## src/rtl/fp_pkg.sv

```systemverilog
// Shared FP definitions: integer format codes, rounding modes,
// FP32 constants and the int-to-fp FSM state encoding.
package fp_pkg;

    localparam logic [1:0] FMT_W  = 2'b00;
    localparam logic [1:0] FMT_WU = 2'b01;
    localparam logic [1:0] FMT_L  = 2'b10;
    localparam logic [1:0] FMT_LU = 2'b11;

    localparam logic [2:0] RM_RNE = 3'b000;
    localparam logic [2:0] RM_RTZ = 3'b001;
    localparam logic [2:0] RM_RDN = 3'b010;
    localparam logic [2:0] RM_RUP = 3'b011;
    localparam logic [2:0] RM_RMM = 3'b100;

    localparam int          FP32_BIAS     = 127;
    localparam logic [31:0] FP32_POS_ZERO = 32'h0000_0000;

    localparam logic [1:0] ST_IDLE  = 2'd0;
    localparam logic [1:0] ST_NORM  = 2'd1;
    localparam logic [1:0] ST_ROUND = 2'd2;
    localparam logic [1:0] ST_DONE  = 2'd3;

    typedef struct packed {
        logic        sign;
        logic [63:0] mag;
    } int_op_t;

    // Widen the operand to 64 bits and split it into sign/magnitude.
    // The magnitude is unsigned, so -2^63 maps cleanly onto 2^63.
    function automatic int_op_t unpack_int(
        input logic [63:0] data,
        input logic [1:0]  fmt
    );
        logic [63:0] v;
        int_op_t     r;
        unique case (fmt)
            FMT_W:   v = {{32{data[31]}}, data[31:0]};
            FMT_WU:  v = {32'd0, data[31:0]};
            default: v = data;
        endcase
        r.sign = (fmt == FMT_W || fmt == FMT_L) ? v[63] : 1'b0;
        r.mag  = r.sign ? (~v + 64'd1) : v;
        return r;
    endfunction

endpackage

```

## src/rtl/int_fp_round.sv

```systemverilog
// Combinational FP32 packer: normalised magnitude plus shift count in,
// rounded FP32 and inexact flag out.
//   sign, cnt (left shifts applied), mag (normalised), rm -> fp32, nx
module int_fp_round
    import fp_pkg::*;
(
    input  logic        sign,
    input  logic [5:0]  cnt,
    input  logic [63:0] mag,
    input  logic [2:0]  rm,
    output logic [31:0] fp32,
    output logic        nx
);

    logic [22:0] mant;
    logic        g;
    logic        s;
    logic        up;
    logic [23:0] mant_inc;
    logic [7:0]  exp_b;
    logic [7:0]  exp_r;

    always_comb begin
        mant = mag[62:40];
        g    = mag[39];
        s    = |mag[38:0];
        up   = 1'b0;
        case (rm)
            RM_RTZ:  up = 1'b0;
            RM_RDN:  up = sign & (g | s);
            RM_RUP:  up = ~sign & (g | s);
            RM_RMM:  up = g;
            default: up = g & (s | mant[0]);
        endcase
        // A carry out of the mantissa leaves the low 23 bits zero,
        // so only the exponent needs bumping.
        mant_inc = {1'b0, mant} + {23'd0, up};
        exp_b    = 8'(FP32_BIAS + 63) - {2'b00, cnt};
        exp_r    = exp_b + {7'd0, mant_inc[23]};
        if (mag == 64'd0) begin
            fp32 = FP32_POS_ZERO;
            nx   = 1'b0;
        end else begin
            fp32 = {sign, exp_r, mant_inc[22:0]};
            nx   = g | s;
        end
    end

endmodule

```

## src/rtl/int_to_fp_seq.sv

```systemverilog
// Iterative integer to FP32 converter (FCVT.S.W/WU/L/LU) with
// valid/ready request and response.
//   in_clk, in_rst       clock, async active-high reset
//   in_req_valid/out_req_ready, in_data, in_fmt, in_rm, in_flush
//   out_rsp_valid/in_rsp_ready, out_data {32'd0,fp32}, out_flag_NX
module int_to_fp_seq
    import fp_pkg::*;
#(
    parameter int XLEN      = 64,
    parameter int NORM_STEP = 8
) (
    input  logic            in_clk,
    input  logic            in_rst,
    input  logic            in_req_valid,
    output logic            out_req_ready,
    input  logic [XLEN-1:0] in_data,
    input  logic [1:0]      in_fmt,
    input  logic [2:0]      in_rm,
    input  logic            in_flush,
    output logic            out_rsp_valid,
    input  logic            in_rsp_ready,
    output logic [XLEN-1:0] out_data,
    output logic            out_flag_NX
);

    logic [1:0]      state;
    logic            sign_q;
    logic [XLEN-1:0] mag_q;
    logic [5:0]      cnt_q;
    logic [2:0]      rm_q;
    logic [31:0]     fp32;
    logic            nx;
    logic            accept;
    int_op_t         op;

    assign out_req_ready = (state == ST_IDLE) & ~in_flush;
    assign out_rsp_valid = (state == ST_DONE);
    assign accept        = in_req_valid & out_req_ready;
    assign op            = unpack_int(in_data, in_fmt);

    int_fp_round u_round (
        .sign (sign_q),
        .cnt  (cnt_q),
        .mag  (mag_q),
        .rm   (rm_q),
        .fp32 (fp32),
        .nx   (nx)
    );

    always_ff @(posedge in_clk or posedge in_rst) begin
        if (in_rst) begin
            state       <= ST_IDLE;
            sign_q      <= 1'b0;
            mag_q       <= '0;
            cnt_q       <= 6'd0;
            rm_q        <= 3'd0;
            out_data    <= '0;
            out_flag_NX <= 1'b0;
        end else begin
            unique case (state)
                ST_IDLE: begin
                    if (accept) begin
                        sign_q <= op.sign;
                        mag_q  <= op.mag;
                        rm_q   <= in_rm;
                        cnt_q  <= 6'd0;
                        state  <= ST_NORM;
                    end
                end
                ST_NORM: begin
                    if (in_flush) begin
                        state <= ST_IDLE;
                    end else if (mag_q == '0 || mag_q[XLEN-1]) begin
                        state <= ST_ROUND;
                    end else if (mag_q[XLEN-1-:NORM_STEP] == '0) begin
                        // Coarse step clears whole zero bytes quickly.
                        mag_q <= mag_q << NORM_STEP;
                        cnt_q <= cnt_q + 6'(NORM_STEP);
                    end else begin
                        mag_q <= mag_q << 1;
                        cnt_q <= cnt_q + 6'd1;
                    end
                end
                ST_ROUND: begin
                    if (in_flush) begin
                        state <= ST_IDLE;
                    end else begin
                        out_data    <= {32'd0, fp32};
                        out_flag_NX <= nx;
                        state       <= ST_DONE;
                    end
                end
                ST_DONE: begin
                    if (in_rsp_ready || in_flush) begin
                        state <= ST_IDLE;
                    end
                end
                default: state <= ST_IDLE;
            endcase
        end
    end

endmodule
```

## config.mk

```make
export PLATFORM = sky130hd
export DESIGN_NAME = int_to_fp_seq
export DESIGN_NICKNAME = d
export VERILOG_FILES = /design/src/rtl/fp_pkg.sv /design/src/rtl/int_fp_round.sv /design/src/rtl/int_to_fp_seq.sv
export SDC_FILE = /design/constraint.sdc
export NUM_CORES = 1
export LEC_CHECK = 0
export CELL_PAD_IN_SITES_DETAIL_PLACEMENT = 1
export CELL_PAD_IN_SITES_GLOBAL_PLACEMENT = 2
export CORE_ASPECT_RATIO = 0.8
export CORE_MARGIN = 8
export CORE_UTILIZATION = 30
export DETAILED_ROUTE_END_ITERATION = 16
export HOLD_SLACK_MARGIN = 0.02
export PLACE_DENSITY = 0.77
export SLEW_MARGIN = 20
export SYNTH_ARGS = -nofsm -noshare
export SYNTH_HDL_FRONTEND = slang
export SYNTH_HIERARCHICAL = 1
export SYNTH_SLANG_ARGS = --single-unit
```

## constraint.sdc

```tcl
create_clock -name in_clk -period 6.2 [get_ports in_clk]
set_input_delay 1.24 -clock in_clk [delete_from_list [all_inputs] [get_ports in_clk]]
set_output_delay 1.24 -clock in_clk [all_outputs]
set_load 0.01 [all_outputs]
```

==> results.py, run 1 <==
metrics = {
    "route": {
        "ant_nets": 0,
        "drc_errors": 0,
        "post_drt_via_cell_ratio": 5.51,
        "detail_route.wl_per_cell_um": 21.7,
        "vias": 8238,
        "drt_iter0_markers": 586,
        "firstDrtPassIters": 5,
        "drt-total-wl_mm": 32.5,
    },
    "global_routing": {
        "antenna_found_initial": 0,
        "grt_pass1_wl_mm": 51.1,
        "grt_overflow": 0,
        "grt_usage_pct": 18.9,
        "grt_pass1_vias": 8252,
        "grt_max_degree": 67,
    },
    "sta": {
        "timing.fmax_mhz": 232,
        "clock_skew_ns": 0.0134,
        "maxSlewViolCount": 0,
        "rsz0062_at_grt": "false",
        "finalHoldViolCount": 0,
        "finalSetupViolations": 0,
        "tns_ns": 0,
        "fin_crit_ns": 4.32,
        "worst_slew_pin_slew_ns": 1.06,
        "slew_headroom_pct": 29.1,
        "post-route-period-util_pct": 69.7,
    },
    "power": {
        "swShare_pct": 44.2,
        "p_clk_share_pct": 17.7,
        "comb_power_share_pct": 39.6,
        "leakage_nw": 3.83,
        "p_int_w": 0.00205,
        "seq_power_share_pct": 42.7,
        "peakVddDrop_mv": 0.127,
        "switchingPower_w": 0.00163,
        "p_total_w": 0.00368,
        "p_per_area_nw_per_um2": 367,
    },
    "clock_network": {
        "root_buffer": "clkbuf_16",
        "worstSkewPairLatency_ns": 0.37,
        "clk_pin_slew_ns": 0.09,
        "postCtsHoldBufs": 0,
        "ctsHtreeMaxLevel": 3,
        "cts.sinks": 109,
        "cts_tree": "yes",
        "cts_buffer_depth": 2,
        "cts_repair_resize_count": 0,
        "cts_buffers": 9,
        "post_cts_buffers": 0,
    },
    "finish": {
        "area_growth_syn_to_layout_pct": 19.4,
        "n_antenna_cell": 0,
        "layout-drive-gt1-share_pct": 8.75,
        "finalNetCount": 1208,
    },
    "worst_setup_path": {
        "crit_start": "in_data[1]",
        "r2r_slack_ns": 2.61,
        "critPathRequiredTime_ns": 6.42,
        "r2r_cells": 7,
        "critPathArrivalTime_ns": 4.54,
        "critPathMaxFanout": 9,
        "start_kind": "input pin",
        "reg2reg_from": "mag_q[52]",
        "r2r-end": "mag_q[29]",
        "critical_path.endpoint_type": "flip-flop",
        "crit_type": "in -> reg",
    },
    "hold_path": {
        "hold_path_depth": 1,
        "min_from": "out_data[29]",
        "hp-class": "reg -> reg",
        "hold_end": "out_data[29]",
    },
    "yosys": {
        "synth-edff-count": 0,
        "synth_top_area_share_pct": 32.5,
        "synth_area_per_cell_um2": 7.91,
        "synth-main-ff-cell": "dfrtp_1",
        "yosysMostFrequentCell": "nand2_1",
        "synth_warnings": 6,
        "ys_seq_area_share_pct": 32.5,
        "synth_common_cells": "nand2_1, dfrtp_1, a21oi_1, o21ai_0, nor2_1",
        "synth_cells": 1062,
        "netlist_area_um2": 8400,
        "async_reset_ff_share_pct": 100,
        "netlist-cell-type-count": 65,
        "synthTopCellsByArea": "dfrtp_1, nand2_1, a21oi_1, xnor2_1, o21ai_0",
        "synth_area_leader_cell": "dfrtp_1",
        "ys_seq_elements": 109,
    },
    "placed_design": {
        "place.gp.congestion": 0.903,
        "hpwl_mm": 24.2,
        "portBuffers": 108,
    },
    "floorplanning": {
        "io_pins": 141,
        "die_w_um": 203,
        "die-area_um2": 33700,
        "start_util_pct": 30.6,
        "row_count": 54,
        "coreArea_um2": 27400,
        "fp.dieH_um": 166,
    },
    "run_status": {
        "status": "finished, final reports clean",
    },
    "run": {
        "maxCapViolCount": 0,
    },
}
-- power by group through the flow --
stage / Combinational (W) / Clock, W / Sequential (W)
4_1_cts: 0.00147 / 0.000667 / 0.00157
2_1_floorplan: 0.000895 / 0 / 0.00140
3_3_place_gp: 0.00143 / 0 / 0.00157
5_1_grt: 0.00162 / 0.000688 / 0.00163
6_report: 0.00146 / 0.000650 / 0.00157
3_5_place_dp: 0.00146 / 0 / 0.00158
-- worst max-delay path by stage --
stage,end,slack (ns),cells after the start
2_1_floorplan,cnt_q[0],2.09,1
3_3_place_gp,mag_q[46],1.57,10
3_5_place_dp,mag_q[54],1.50,10
4_1_cts,mag_q[54],1.89,10
5_1_grt,mag_q[46],1.63,10
6_report,mag_q[58],1.88,10
-- cells by family (layout without fill, tap and decap cells) --
group | Yosys count | after routing | share of synthesized area, %
buffers and inverters | 108 | 147 | 6.36
flip-flops | 109 | 109 | 32.5
adder cells (fa/ha/maj) | 7 | 7 | 1.04
AO/OA/AOI/OAI | 266 | 266 | 18.2
other | 1 | 32 | 0.0446
AND/OR/NAND/NOR | 432 | 432 | 26.1
XOR/XNOR | 85 | 85 | 8.86
multiplexers | 54 | 54 | 6.97
-- worst max-delay path, cell delays in order --
cell             delay, ns
clkdlybuf4s50_1       0.47
inv_1                 0.09
ha_1                  0.19
nor4b_1               0.81
nand3_1               0.23
nor4_2                0.79
a31oi_1               0.22
xnor2_1               0.19
o21ai_0               0.21
o21ai_0               0.10
-- stage by stage --
stage | std cells | setup WS [ns] | utilization (%) | hold slack (ns) | instance area (µm²)
2_1_floorplan | 1093 | 2.09 | - | 0.469 | 8520
3_3_place_gp | 1480 | 1.57 | 35.4 | 0.491 | 9710
3_5_place_dp | 1480 | 1.50 | 35.4 | 0.495 | 9710
4_1_cts | 1496 | 1.89 | 36.6 | 0.515 | 10000
5_1_grt | 1496 | 1.63 | 36.6 | 0.529 | 10000
6_report | 1496 | 1.88 | 36.6 | 0.511 | 10000
-- layout make-up --
cell class | instances | area, µm²
well taps | 364 | 455
fillers | 3346 | 17400
multi-input cells | 876 | 5290
inverters | 8 | 32.5
clock inverters | 7 | 97.6
flip-flops and latches | 109 | 2730
repair buffers | 123 | 1200
clock buffers | 9 | 225
-- layer usage --
layer,share of wire [%],vias up,track usage (%),routed length (µm)
met3,4.1,24,2.34,1350
met4,1.2,0,4.57,380
li1,-,3910,-,-
met2,42,183,27.3,13700
met1,53,4121,29.0,17100
met5,0,-,0,0
-- placed cells by master, fill, tap and decap left out, drive strengths merged, types with 31 or more instances in the layout --
master	instances
nand2	156
dfrtp	109
clkdlybuf4s50	107
a21oi	104
o21ai	92
nor2	58
xnor2	54
nand3	52
nor4	45
nor3	36
mux2	36
conb	32
xor2	31
-- registers in the layout (all words and copies together), names as in the netlist --
signal       count
out_flag_NX      1
state            2
out_data        32
mag_q           64
cnt_q            6
sign_q           1
rm_q             3
Note: power is estimated with default switching activity, not from simulation.
==> inputs of run 2 (changes only) <==
clock period = 4.2 ns   (was 6.2 ns; I/O delays follow)
==> run 2 against run 1 <==
Clock skew is 0.0064 ns lower; final area is 0.76% higher; routed wire length shrank 0.26%; sequential share of layout area is 0.21 points lower; hold slack got worse by 0.0028 ns; core utilization increased by 0.28 points; clock-buffer cell count increased by 2; cell count is 0.94% higher; critical path type unchanged; critical endpoint is now mag_q[63].
==> results.py, run 2 (synthesis gave the netlist of run 1 again) <==
metrics = {
    "run_status": {
        "status": "finished, final reports clean",
    },
    "sta": {
        "clock_skew_ns": 0.00698,
        "slew_headroom_pct": 43.0,
        "rsz0062_at_grt": "false",
        "worst_slew_pin_slew_ns": 0.853,
        "finalHoldViolCount": 0,
        "maxSlewViolCount": 0,
        "post-route-period-util_pct": 83.6,
        "timing.fmax_mhz": 285,
        "finalSetupViolations": 0,
        "hold_ws_ns": 0.509,
        "fin_crit_ns": 3.51,
        "timing.final.ws_setup_ns": 0.691,
        "tns_ns": 0,
    },
    "clock_network": {
        "ctsHtreeMaxLevel": 3,
        "root_buffer": "clkbuf_16",
        "cts_buffers": 9,
        "clk_pin_slew_ns": 0.08,
        "postCtsHoldBufs": 0,
        "cts_tree": "yes",
        "cts_buffer_depth": 2,
        "cts_repair_resize_count": 0,
        "post_cts_buffers": 0,
        "cts.sinks": 109,
        "worstSkewPairLatency_ns": 0.36,
    },
    "finish": {
        "multiInputGateArea_um2": 5290,
        "stdcell_count": 1510,
        "regMostFlops": "mag_q",
        "layout_commonest_cell": "nand2_1",
        "largest_register_ffs": 64,
        "area_growth_syn_to_layout_pct": 20.3,
        "ff_latch_area_um2": 2730,
        "layout-drive-gt1-share_pct": 9.69,
        "reg_top3": "mag_q x64, out_data x32, cnt_q x6",
        "finalNetCount": 1222,
        "n_antenna_cell": 0,
        "layout_common_cells": "nand2_1, dfrtp_1, clkdlybuf4s50_1",
        "fill_cells": 3373,
    },
    "route": {
        "firstDrtPassIters": 5,
        "drt-total-wl_mm": 32.4,
        "vias": 8321,
        "detail_route.wl_per_cell_um": 21.5,
        "drc_errors": 0,
        "post_drt_via_cell_ratio": 5.51,
        "drt_iter0_markers": 738,
        "ant_nets": 0,
    },
    "floorplanning": {
        "die-area_um2": 33700,
        "coreArea_um2": 27400,
        "io_pins": 141,
        "fp.dieH_um": 166,
        "die_w_um": 203,
        "row_count": 54,
        "start_util_pct": 30.6,
    },
    "worst_setup_path": {
        "crit_type": "in -> reg",
        "r2r_cells": 6,
        "r2r_slack_ns": 0.95,
        "critPathRequiredTime_ns": 4.49,
        "start_kind": "input pin",
        "critical_path.endpoint_type": "flip-flop",
        "critPathMaxFanout": 8,
        "critPathArrivalTime_ns": 3.80,
        "reg2reg_from": "mag_q[57]",
        "r2r-end": "mag_q[62]",
    },
    "power": {
        "p_per_area_nw_per_um2": 532,
        "leakage_nw": 3.87,
        "peakVddDrop_mv": 0.197,
    },
    "hold_path": {
        "min_from": "out_data[6]",
        "hold_path_depth": 1,
        "hp-class": "reg -> reg",
        "hold_end": "out_data[6]",
    },
    "placed_design": {
        "place.gp.congestion": 0.899,
        "place_ws_ns": 0.350,
        "portBuffers": 108,
        "dpl.cell_count": 1494,
        "hpwl_mm": 24.6,
    },
    "global_routing": {
        "grt_max_degree": 81,
        "grt_pass1_vias": 8346,
        "grt_pass1_wl_mm": 51.7,
        "grt_usage_pct": 19.0,
        "antenna_found_initial": 1,
        "grt_overflow": 0,
    },
    "run": {
        "maxCapViolCount": 0,
    },
}
-- run 2: changes by cell type in the layout (fill, tap and decap cells not counted), sizes merged --
cell      before  now
clkinvlp       0    3
buf           16   30
bufinv         1    0
clkbuf         9   11
inv           13    9
-- run 2: area by class of cell --
type | instances | area share (%)
multi-input cells | 876 | 52.4
inverters | 8 | 0.322
flip-flops and latches | 109 | 27.0
clock buffers | 11 | 2.30
well taps | 364 | 4.50
repair buffers | 137 | 13.2
clock inverters | 5 | 0.359
-- run 2: routing by layer --
layer | routed length, µm | share of wire, % | vias up | track usage (%)
met2 | 13700 | 42 | 241 | 26.8
met5 | 0 | 0 | - | 0
met3 | 1890 | 5.8 | 24 | 3.57
met1 | 16500 | 51 | 4112 | 29.5
li1 | - | - | 3944 | -
met4 | 352 | 1.1 | 0 | 3.31
-- run 2: through the flow --
step           utilization, %  instance area [µm²]  power [W]
3_3_place_gp             35.9                 9840    0.00450
6_report                 36.9                10100    0.00537
5_1_grt                  36.9                10100    0.00576
2_1_floorplan               -                 8520    0.00339
3_5_place_dp             35.9                 9840    0.00456
4_1_cts                  36.9                10100    0.00541
-- run 2: how the worst max path moves through the flow --
stage / from / to / slack, ns
finish: in_data[24] / mag_q[63] / 0.69
global route: in_data[24] / mag_q[63] / 0.55
CTS: in_data[24] / mag_q[63] / 0.72
detailed placement: in_data[24] / mag_q[63] / 0.35
global placement: in_data[24] / mag_q[63] / 0.51
floorplan: in_rst / cnt_q[0] / 0.49
-- run 2: critical path: stages --
cell             delay, ns
clkdlybuf4s50_1       0.51
or4_1                 0.59
nor4_1                0.27
nor4bb_1              0.32
buf_4                 0.22
nand4_1               0.13
a211o_1               0.33
o31ai_1               0.36
a32o_1                0.22
-- run 2: report_power, final --
group	leakage (nW)	switching (W)	internal, W
clock	0.122	0.000428	0.000406
combinational	2.42	0.00124	0.00109
sequential	1.33	0.000702	0.00151
total	3.87	0.00237	0.00301
==> inputs of run 3 (changes only) <==
clock period = 3.7 ns   (was 4.2 ns; I/O delays follow)
==> run 3 against run 2 <==
First-iteration DRC count is 1.1% lower; sequential power is 12% higher; power is 17% higher; register-to-register slack worse by 0.39 ns; hold slack better by 0.0014 ns; global-route usage hardly changed; critical endpoint is now mag_q[60]; critical path type unchanged; cell count is 1.3% higher; combinational power is 18% higher; routed wire length is 1.3% higher.
==> results.py, run 3 (synthesis gave the netlist of run 1 again) <==
metrics = {
    "floorplanning": {
        "die_w_um": 203,
        "io_pins": 141,
        "coreArea_um2": 27400,
        "fp.dieH_um": 166,
        "start_util_pct": 30.6,
        "row_count": 54,
        "die-area_um2": 33700,
    },
    "clock_network": {
        "clk_pin_slew_ns": 0.09,
        "worstSkewPairLatency_ns": 0.37,
        "root_buffer": "clkbuf_16",
        "cts_tree": "yes",
        "cts_buffer_depth": 2,
        "cts_repair_resize_count": 0,
        "postCtsHoldBufs": 0,
        "ctsHtreeMaxLevel": 3,
        "cts_buffers": 9,
        "post_cts_buffers": 0,
        "cts.sinks": 109,
    },
    "global_routing": {
        "grt_pass1_wl_mm": 51.6,
        "grt_overflow": 0,
        "grt_max_degree": 66,
        "antenna_found_initial": 0,
        "grt_usage_pct": 19.0,
        "grt_pass1_vias": 8462,
    },
    "worst_setup_path": {
        "critical_path.endpoint_type": "flip-flop",
        "critPathArrivalTime_ns": 3.57,
        "crit_type": "in -> reg",
        "crit_slowest_cell": "or4_4",
        "worstSetupEndpoint": "mag_q[60]",
        "cp.depth": 8,
        "r2r_cells": 6,
        "cp_num_buf_inv": 1,
        "r2r_slack_ns": 0.56,
        "crit_start": "in_data[18]",
        "start_kind": "input pin",
        "cpPeakStageDelay_ns": 0.59,
        "critPathRequiredTime_ns": 3.96,
        "critPathMaxFanout": 5,
        "crit_chain": "clkdlybuf4s50_1 > or4_4 > nand4b_4 > or3_4 > nor4b_4 > o2111ai_1 > or3_1 > a32o_1",
        "r2r-end": "mag_q[62]",
        "critPathTopFamily": "simple AND/OR/NAND/NOR gates",
        "reg2reg_from": "mag_q[57]",
    },
    "route": {
        "post_drt_via_cell_ratio": 5.50,
        "drt-total-wl_mm": 32.8,
        "detail_route.wl_per_cell_um": 21.5,
        "vias": 8411,
        "ant_nets": 0,
        "drt_iter0_markers": 730,
        "firstDrtPassIters": 5,
        "drc_errors": 0,
    },
    "sta": {
        "finalSetupViolations": 0,
        "post-route-period-util_pct": 89.5,
        "slew_headroom_pct": 46.5,
        "clock_skew_ns": 0.0131,
        "finalHoldViolCount": 0,
        "tns_ns": 0,
        "rsz0062_at_grt": "false",
        "worst_slew_pin_slew_ns": 0.803,
        "maxSlewViolCount": 0,
        "timing.fmax_mhz": 302,
        "fin_crit_ns": 3.31,
    },
    "placed_design": {
        "hpwl_mm": 24.8,
        "place.gp.congestion": 0.868,
        "placed_area_um2": 9980,
        "portBuffers": 108,
    },
    "finish": {
        "reg_top3": "mag_q x64, out_data x32, cnt_q x6",
        "regMostFlops": "mag_q",
        "fill_cells": 3333,
        "layout_common_cells": "nand2_1, dfrtp_1, clkdlybuf4s50_1",
        "area_growth_syn_to_layout_pct": 22.7,
        "ff_latch_area_um2": 2730,
        "final_area_um2": 10300,
        "multiInputGateArea_um2": 5290,
        "finalNetCount": 1241,
        "layout_commonest_cell": "nand2_1",
        "largest_register_ffs": 64,
        "layout-drive-gt1-share_pct": 11.3,
        "n_antenna_cell": 0,
    },
    "run_status": {
        "status": "finished, final reports clean",
    },
    "run": {
        "maxCapViolCount": 0,
    },
    "power": {
        "leakage_nw": 4.00,
        "p_per_area_nw_per_um2": 612,
        "peakVddDrop_mv": 0.233,
    },
    "hold_path": {
        "hp-class": "reg -> reg",
        "hold_path_depth": 1,
    },
}
[run 3: cell types whose count changed in the layout (fill, tap and decap cells not counted), moves of 2 or more]
| cell | change |
|---|---|
| buf_4 | +19 |
| clkbuf_1 | -2 |
| clkinv_8 | +2 |
| clkinvlp_4 | -3 |
| inv_8 | +2 |
[run 3: stage by stage]
| step | total power (W) | utilization (%) | instances | worst slack, ns | hold WS [ns] |
|---|---|---|---|---|---|
| 5_1_grt | 0.00673 | 37.6 | 1529 | 0.176 | 0.530 |
| 3_5_place_dp | 0.00523 | 36.4 | 1513 | 0.0206 | 0.498 |
| 4_1_cts | 0.00633 | 37.6 | 1529 | 0.403 | 0.518 |
| 2_1_floorplan | 0.00385 | - | 1093 | 0.0861 | 0.469 |
| 6_report | 0.00631 | 37.6 | 1529 | 0.388 | 0.510 |
| 3_3_place_gp | 0.00515 | 36.4 | 1513 | 0.0425 | 0.491 |
[run 3: how the worst min path moves through the flow]
stage | startpoint | end | slack [ns]
4_1_cts | out_data[20] | out_data[20] | 0.52
5_1_grt | out_data[12] | out_data[12] | 0.53
3_5_place_dp | out_data[20] | out_data[20] | 0.50
6_report | out_data[26] | out_data[26] | 0.51
3_3_place_gp | out_data[16] | out_data[16] | 0.49
2_1_floorplan | rm_q[1] | rm_q[1] | 0.47
[run 3: layout make-up]
type | instances | area share [%]
Multi-Input combinational cell | 876 | 51.3
Sequential cell | 109 | 26.5
Timing Repair Buffer | 156 | 14.3
Tap cell | 364 | 4.42
Clock buffer | 9 | 2.18
Clock inverter | 7 | 0.995
Inverter | 8 | 0.315
[run 3: per-layer routing]
| layer | routed length, µm | global-route usage, % | vias to the layer above |
|---|---|---|---|
| met5 | 0 | 0 | - |
| met4 | 462 | 4.47 | 0 |
| met3 | 1780 | 2.67 | 30 |
| met2 | 14100 | 27.8 | 231 |
| met1 | 16500 | 28.8 | 4180 |
| li1 | - | - | 3970 |
[run 3: power breakdown]
| group | internal (W) | total (W) | switching, W |
|---|---|---|---|
| Sequential | 0.00172 | 0.00249 | 0.000774 |
| Combinational | 0.00127 | 0.00273 | 0.00146 |
| Clock | 0.000552 | 0.00108 | 0.000533 |
| Total | 0.00354 | 0.00631 | 0.00276 |
